$ cat src/rtl/bootdata_sender.sv
// ----------------------------------------------------------------------------
// bootdata_sender
//
// Host-side initiator of the 32-bit bootdata req/ack interface used by the
// cartridge ROM loader. A transfer starts with a loader reset pulse. The byte
// stream from the file source is then packed big-endian into 32-bit words,
// and each word is handed over through a level req/ack handshake. After each
// ack falls, a recovery gap gives the loader time to finish its SRAM write
// burst before the next request.
//
// Optional build macro:
//   BOOTDATA_SENDER_CHECKSUM_EN  - when defined, checksum is the mod-256 sum
//                                  of all accepted source bytes (pad bytes
//                                  excluded), cleared on start. When it is
//                                  not defined, checksum is tied to zero.
//
// Ports:
//   clk                  system clock
//   reset                synchronous, active-high reset
//   start                pulse that begins a transfer (accepted in IDLE only)
//   size_in[15:0]        ROM byte count, sampled on start
//   byte_data[7:0]       source byte
//   byte_valid           source byte available
//   byte_ready           a byte is accepted when byte_valid && byte_ready
//   host_bootdata[31:0]  packed word to the loader
//   host_bootdata_req    word-valid request
//   host_bootdata_ack    loader acknowledge (level sensitive)
//   host_bootdata_reset  loader reset, high for RST_CYCLES at transfer start
//   host_bootdata_size   latched ROM size
//   busy                 transfer in progress
//   done                 one-cycle pulse at completion (with or without error)
//   error                sticky ack-timeout flag, cleared by the next start
//   words_sent[13:0]     acknowledged words, saturating
//   checksum[7:0]        byte checksum (see the optional build macro above)
//
// States:
//   state    | meaning
//   ---------+-----------------------------------------------------------
//   ST_IDLE  | waiting for start
//   ST_RST   | loader reset held high for RST_CYCLES
//   ST_FILL  | collecting up to 4 source bytes; pads a short word on exit
//   ST_REQ   | req high, waiting for ack (with timeout)
//   ST_ACKLO | waiting for ack to return low (with timeout)
//   ST_GAP   | loader recovery gap of GAP_CYCLES
//   ST_FIN   | one-cycle done pulse
// ----------------------------------------------------------------------------
module bootdata_sender #(
    parameter int unsigned RST_CYCLES  = 8,
    parameter int unsigned GAP_CYCLES  = 16,
    parameter int unsigned ACK_TIMEOUT = 1024,
    parameter logic [7:0]  PAD_BYTE    = 8'hFF
) (
    input  logic        clk,
    input  logic        reset,
    input  logic        start,
    input  logic [15:0] size_in,
    input  logic [7:0]  byte_data,
    input  logic        byte_valid,
    output logic        byte_ready,
    output logic [31:0] host_bootdata,
    output logic        host_bootdata_req,
    input  logic        host_bootdata_ack,
    output logic        host_bootdata_reset,
    output logic [15:0] host_bootdata_size,
    output logic        busy,
    output logic        done,
    output logic        error,
    output logic [13:0] words_sent,
    output logic [7:0]  checksum
);

    typedef enum logic [2:0] {
        ST_IDLE  = 3'd0,
        ST_RST   = 3'd1,
        ST_FILL  = 3'd2,
        ST_REQ   = 3'd3,
        ST_ACKLO = 3'd4,
        ST_GAP   = 3'd5,
        ST_FIN   = 3'd6
    } state_t;

    // A single down-counter serves the reset pulse, the ack timeouts and the
    // gap. It is sized for the longest of the three intervals.
    localparam int unsigned MAX_RG  = (RST_CYCLES > GAP_CYCLES) ? RST_CYCLES : GAP_CYCLES;
    localparam int unsigned CNT_MAX = (MAX_RG > ACK_TIMEOUT) ? MAX_RG : ACK_TIMEOUT;
    localparam int unsigned CNT_W   = $clog2(CNT_MAX + 1);

    // Each interval of N cycles loads N-1 and ends when the counter reads 0.
    localparam logic [CNT_W-1:0] RST_LOAD = CNT_W'((RST_CYCLES  > 0) ? RST_CYCLES  - 1 : 0);
    localparam logic [CNT_W-1:0] GAP_LOAD = CNT_W'((GAP_CYCLES  > 0) ? GAP_CYCLES  - 1 : 0);
    localparam logic [CNT_W-1:0] ACK_LOAD = CNT_W'((ACK_TIMEOUT > 0) ? ACK_TIMEOUT - 1 : 0);

    state_t            state_q, state_d;
    logic [CNT_W-1:0]  cnt_q,   cnt_d;
    logic [15:0]       remain_q, remain_d;
    logic [2:0]        slot_q,  slot_d;
    logic [31:0]       word_q,  word_d;
    logic [15:0]       size_q,  size_d;
    logic [13:0]       words_q, words_d;
    logic              err_q,   err_d;

    always_ff @(posedge clk) begin
        if (reset) begin
            state_q  <= ST_IDLE;
            cnt_q    <= '0;
            remain_q <= '0;
            slot_q   <= '0;
            word_q   <= '0;
            size_q   <= '0;
            words_q  <= '0;
            err_q    <= 1'b0;
        end else begin
            state_q  <= state_d;
            cnt_q    <= cnt_d;
            remain_q <= remain_d;
            slot_q   <= slot_d;
            word_q   <= word_d;
            size_q   <= size_d;
            words_q  <= words_d;
            err_q    <= err_d;
        end
    end

    always_comb begin
        state_d    = state_q;
        cnt_d      = cnt_q;
        remain_d   = remain_q;
        slot_d     = slot_q;
        word_d     = word_q;
        size_d     = size_q;
        words_d    = words_q;
        err_d      = err_q;
        byte_ready = 1'b0;

        unique case (state_q)
            ST_IDLE: begin
                if (start) begin
                    size_d   = size_in;
                    remain_d = size_in;
                    err_d    = 1'b0;
                    words_d  = '0;
                    cnt_d    = RST_LOAD;
                    state_d  = ST_RST;
                end
            end

            ST_RST: begin
                if (cnt_q == '0) begin
                    if (remain_q == 16'd0) begin
                        state_d = ST_FIN;
                    end else begin
                        slot_d  = 3'd0;
                        state_d = ST_FILL;
                    end
                end else begin
                    cnt_d = cnt_q - CNT_W'(1);
                end
            end

            ST_FILL: begin
                if (slot_q == 3'd4 || remain_q == 16'd0) begin
                    // Word complete or stream exhausted: fill the unused low
                    // slots with the pad byte and present the word.
                    for (int i = 0; i < 4; i++) begin
                        if (3'(i) >= slot_q) begin
                            word_d[31 - 8*i -: 8] = PAD_BYTE;
                        end
                    end
                    cnt_d   = ACK_LOAD;
                    state_d = ST_REQ;
                end else begin
                    byte_ready = 1'b1;
                    if (byte_valid) begin
                        // Slot 0 is the most significant byte (big-endian).
                        for (int i = 0; i < 4; i++) begin
                            if (slot_q == 3'(i)) begin
                                word_d[31 - 8*i -: 8] = byte_data;
                            end
                        end
                        slot_d   = slot_q + 3'd1;
                        remain_d = remain_q - 16'd1;
                    end
                end
            end

            ST_REQ: begin
                // Level sensitive: an ack already high on entry counts.
                if (host_bootdata_ack) begin
                    words_d = (words_q == 14'h3FFF) ? words_q : words_q + 14'd1;
                    cnt_d   = ACK_LOAD;
                    state_d = ST_ACKLO;
                end else if (cnt_q == '0) begin
                    err_d   = 1'b1;
                    state_d = ST_FIN;
                end else begin
                    cnt_d = cnt_q - CNT_W'(1);
                end
            end

            ST_ACKLO: begin
                if (!host_bootdata_ack) begin
                    cnt_d   = GAP_LOAD;
                    state_d = ST_GAP;
                end else if (cnt_q == '0) begin
                    err_d   = 1'b1;
                    state_d = ST_FIN;
                end else begin
                    cnt_d = cnt_q - CNT_W'(1);
                end
            end

            ST_GAP: begin
                if (cnt_q == '0) begin
                    if (remain_q != 16'd0) begin
                        slot_d  = 3'd0;
                        state_d = ST_FILL;
                    end else begin
                        state_d = ST_FIN;
                    end
                end else begin
                    cnt_d = cnt_q - CNT_W'(1);
                end
            end

            ST_FIN: begin
                state_d = ST_IDLE;
            end

            default: begin
                state_d = ST_IDLE;
            end
        endcase
    end

    assign host_bootdata       = word_q;
    assign host_bootdata_req   = (state_q == ST_REQ);
    assign host_bootdata_reset = (state_q == ST_RST);
    assign host_bootdata_size  = size_q;
    assign busy                = (state_q != ST_IDLE) && (state_q != ST_FIN);
    assign done                = (state_q == ST_FIN);
    assign error               = err_q;
    assign words_sent          = words_q;

`ifdef BOOTDATA_SENDER_CHECKSUM_EN
    logic [7:0] csum_q, csum_d;

    always_ff @(posedge clk) begin
        if (reset) begin
            csum_q <= 8'h00;
        end else begin
            csum_q <= csum_d;
        end
    end

    always_comb begin
        csum_d = csum_q;
        if (state_q == ST_IDLE && start) begin
            csum_d = 8'h00;
        end else if (byte_ready && byte_valid) begin
            csum_d = csum_q + byte_data;
        end
    end

    assign checksum = csum_q;
`else
    assign checksum = 8'h00;
`endif

endmodule

$ cat config.mk
export PLATFORM = sky130hd
export DESIGN_NAME = bootdata_sender
export DESIGN_NICKNAME = d
export VERILOG_FILES = /design/src/rtl/bootdata_sender.sv
export SDC_FILE = /design/constraint.sdc
export NUM_CORES = 1
export LEC_CHECK = 0
export CORE_MARGIN = 8
export CORE_UTILIZATION = 55
export CTS_CLUSTER_DIAMETER = 120
export CTS_CLUSTER_SIZE = 16
export DETAILED_ROUTE_END_ITERATION = 10
export PLACE_DENSITY = 0.85
export SLEW_MARGIN = 40
export SYNTH_ARGS = -nofsm -noshare
export SYNTH_HDL_FRONTEND = slang
export SYNTH_SLANG_ARGS = --single-unit
$ cat constraint.sdc
create_clock -name clk -period 5.5 [get_ports clk]
set_clock_uncertainty 0.05 [all_clocks]
set_input_delay 1.1 -clock clk [delete_from_list [all_inputs] [get_ports clk]]
set_output_delay 1.1 -clock clk [all_outputs]
set_load 0.02 [all_outputs]
==> out/qor.tcl <==
set qor(outcome) {finished, final reports clean}
set qor(multi_input_comb_area_um2) 2750
set qor(routed_wirelength_um) 13300
set qor(final-seq-area_um2) 1920
set qor(design.final.nets) 709
set qor(achievable-frequency_mhz) 245
set qor(grt_use_met1_pct) 25.8
set qor(critical_path.startpoint_type) {flip-flop}
set qor(cts_inserted_buffers) 9
set qor(critical_path.endpoint_type) {output pin}
set qor(final_antenna_net_count) 0
set qor(grt_max_degree) 81
set qor(drv_slew) 0
set qor(initial_utilization_pct) 56.4
set qor(placed_cells) 769
set qor(drt_drc_violations_left) 0
set qor(num_vias) 4755
set qor(area_delta_synth_final_pct) 23.5
set qor(clk_path_buf_depth) 2
set qor(unrepaired_setup_endpoints_after_global_routing) {no}
set qor(fp.dieW_um) 111
set qor(synthMostInstantiatedCell) {sky130_fd_sc_hd__dfxtp_1}
set qor(reg2reg_setup_slack_ns) 2.61
set qor(synth_area_um2) 4920
set qor(edff_count_synth) 0
set qor(gate_count_of_the_mapped_netlist) 607
set qor(dieArea_um2) 12200
set qor(final_area_um2) 6080
set qor(yosys-top-cells-count) {96 x sky130_fd_sc_hd__dfxtp_1, 74 x sky130_fd_sc_hd__nand2_1, 70 x sky130_fd_sc_hd__nor2_1}
set qor(pwr-share-seq_pct) 33.6
set qor(dieHeight_um) 111
set qor(antenna_cells) 0
set qor(crit-reg2reg-capture) {cnt_q[5]}
set qor(finalSetupViolCount) 0
set qor(power_density_nw_per_um2) 482
set qor(post-dp-hpwl_um) 9350
set qor(final.period_utilization_pct) 74.3
set qor(hold_path.class) {reg -> reg}
set qor(worst_slew_pin_slew_ns) 0.818
set qor(power_frac_clock_pct) 18.0
set qor(clock_sinks) 96
set qor(p_int_mw) 1.65
set qor(worst-setup-path-type) {reg -> out}
set qor(cts_hold_buffers) 0
set qor(predominant_post_synthesis_flop_cell) {sky130_fd_sc_hd__dfxtp_1}
set qor(slew_headroom_pct) 45.4
set qor(post_route_cells_drive_above_1_share_pct) 8.55
set qor(final-hold-violation-count) 0
set qor(post_cts.resized_instances) 0
set qor(grt_util_met2_pct) 35.1
set qor(drt-pass1-iter-count) 5
set qor(design.portCount) 105
set qor(timing.setup.tns_ns) 0
set qor(placement_rows) 34
set qor(first_pass_grt_wire_length_um) 22100
set qor(clock_tree_from_tritoncts) {done}
set qor(leakage_nw) 2.15
set qor(post_synth_num_cell_types) 72
set qor(all_layer_gr_usage_pct) 20.8
set qor(synthArstFlopShare_pct) 0
set qor(crit_fanout) 20
set qor(post_layout_instance_count_excluding_filler_cells) 786
set qor(iteration_0_drc_markers) 354
set qor(switching_power_as_a_share_of_total_power_pct) 43.8
set qor(floorplan_core_area_um2) 8720
set qor(groute.layer.met3.usage_pct) 4.82
set qor(busiest_grt_layer) {met2}
set qor(worstPathRequired_ns) 4.35
set qor(ir_worst_vdd_uv) 271
set qor(yosysWarningCount) 0
set qor(io_buffers) 96
set qor(r2r.worst_path.cells) 7
set qor(switching_pwr_mw) 1.28
set qor(fillers) 689
set qor(fin_total_pwr_mw) 2.93
set qor(sequential_share_of_the_synthesized_area_pct) 39.1
set qor(vias_in_the_first_global_route) 4454
set qor(wire_per_inst_um) 16.9
set qor(ctsRootBufferMaster) {sky130_fd_sc_hd__clkbuf_8}
set qor(vias_per_cell) 6.05
set qor(finalWeightedCongestion) 0.869
set qor(synth.avg_cell_area_um2) 8.11
set qor(holdCritStartpoint) {host_bootdata_size[6]}
set qor(postCtsSetupRepairBufs) 0
set qor(post_dp_cell_area_um2) 5840
set qor(synth_top_cells_by_area) {sky130_fd_sc_hd__dfxtp_1 39%, sky130_fd_sc_hd__nand2_1 5.6%, sky130_fd_sc_hd__a21oi_1 5.6%}
set qor(antenna_violations_before_repair) 0
set qor(clkTransAtPathRegs_ns) 0.10
set qor(synthDominantCellAreaShare_pct) 39.1
set qor(hold_depth) 2
set qor(yosysTopAreaCell) {sky130_fd_sc_hd__dfxtp_1}
set qor(worst-endpoint-arrival_ns) 2.94
set qor(synth-seq-cells) 96
set qor(timing.hold.worst_endpoint) {host_bootdata_size[6]}
set qor(share_comb_of_total_power_pct) 48.3
set qor(worst_skew_pair.late_latency_ns) 0.37
set qor(worst_r2r_startpoint) {remain_q[0]}
set qor(grt_overflow) 0
set qor(cts_max_level) 3
set qor(final.min_clock_period_ns) 4.09
set qor(total_of_max_cap_violations) 0
[worst max-delay path, cell delays in order (launching register included)]
cell and delay, ns:
sky130_fd_sc_hd__dfxtp_1 0.34, sky130_fd_sc_hd__inv_1 0.12, sky130_fd_sc_hd__ha_1 0.15, sky130_fd_sc_hd__nor4b_1 0.40, sky130_fd_sc_hd__and4_1 0.70, sky130_fd_sc_hd__or3_1 0.26
sky130_fd_sc_hd__inv_1 0.05, sky130_fd_sc_hd__clkdlybuf4s50_1 0.53
[per-layer routing]
layer  wire length [um]  up-vias
met4                140        0
met2               6650      187
met3                859       15
met1               5620     2253
met5                  0        -
li1                   -     2300
[worst max-delay path by stage]
stage	endpoint	start	slack, ns
finish	byte_ready	remain_q[0]	1.41
floorplan	byte_ready	slot_q[1]	2.64
CTS	byte_ready	remain_q[0]	1.42
detailed placement	byte_ready	remain_q[0]	1.85
global placement	byte_ready	remain_q[0]	1.95
global route	byte_ready	remain_q[0]	1.17
[cell families (layout without fill, tap and decap cells)]
logic type	after synthesis	in the layout	synth area share, %
compound gates	164	164	22.6
mux	12	12	2.72
fa+ha+maj	7	7	1.78
xor+xnor	8	8	1.42
buf+inv	66	130	6.00
simple gates	253	253	26.3
flops	96	96	39.1
other cells	1	8	0.0762
[power groups by stage]
stage / logic (mW) / registers, mW / clock network (mW)
after detailed placement: 1.39 / 0.996 / 0
final: 1.42 / 0.986 / 0.528
after floorplan: 0.994 / 0.995 / 0
after global placement: 1.35 / 0.987 / 0
after global routing: 1.55 / 1.01 / 0.561
after CTS: 1.40 / 0.981 / 0.534
[per-stage QoR]
stage,utilization [%],hold slack [ns],setup slack (ns)
after floorplan,-,0.401,2.64
after global placement,66.9,0.391,1.95
after detailed placement,67.0,0.400,1.85
after CTS,69.6,0.414,1.42
after global routing,69.7,0.423,1.17
final,69.7,0.411,1.41
[area by class of cell]
type                    count  share of cell area, %
repair buffers            101                   16.3
multi-input cells         452                   45.2
flip-flops and latches     96                   31.6
clock buffers              10                   2.26
inverters                  13                  0.803
well taps                 108                   2.22
clock inverters             6                   1.48
[sequential cells by signal (all words and copies together), names as in the netlist]
register and flops:
state_q 3, error 1, host_bootdata_size 16, words_sent 14, cnt_q 11, remain_q 16
slot_q 3, host_bootdata 32
[cells in the final DEF, fill, tap and decap left out, types with 9 or more instances in the layout]
cell type / instances
sky130_fd_sc_hd__inv_1: 13
sky130_fd_sc_hd__nor2b_1: 9
sky130_fd_sc_hd__clkdlybuf4s50_1: 95
sky130_fd_sc_hd__nor2_1: 70
sky130_fd_sc_hd__a211oi_1: 17
sky130_fd_sc_hd__nand3_1: 13
sky130_fd_sc_hd__nor3_1: 19
sky130_fd_sc_hd__dfxtp_1: 95
sky130_fd_sc_hd__a21oi_1: 54
sky130_fd_sc_hd__clkbuf_8: 10
sky130_fd_sc_hd__nand2_1: 74
sky130_fd_sc_hd__mux2_2: 11
sky130_fd_sc_hd__o21ai_0: 27
sky130_fd_sc_hd__or3_1: 10
No activity file was read; power rests on OpenSTA's default activity.
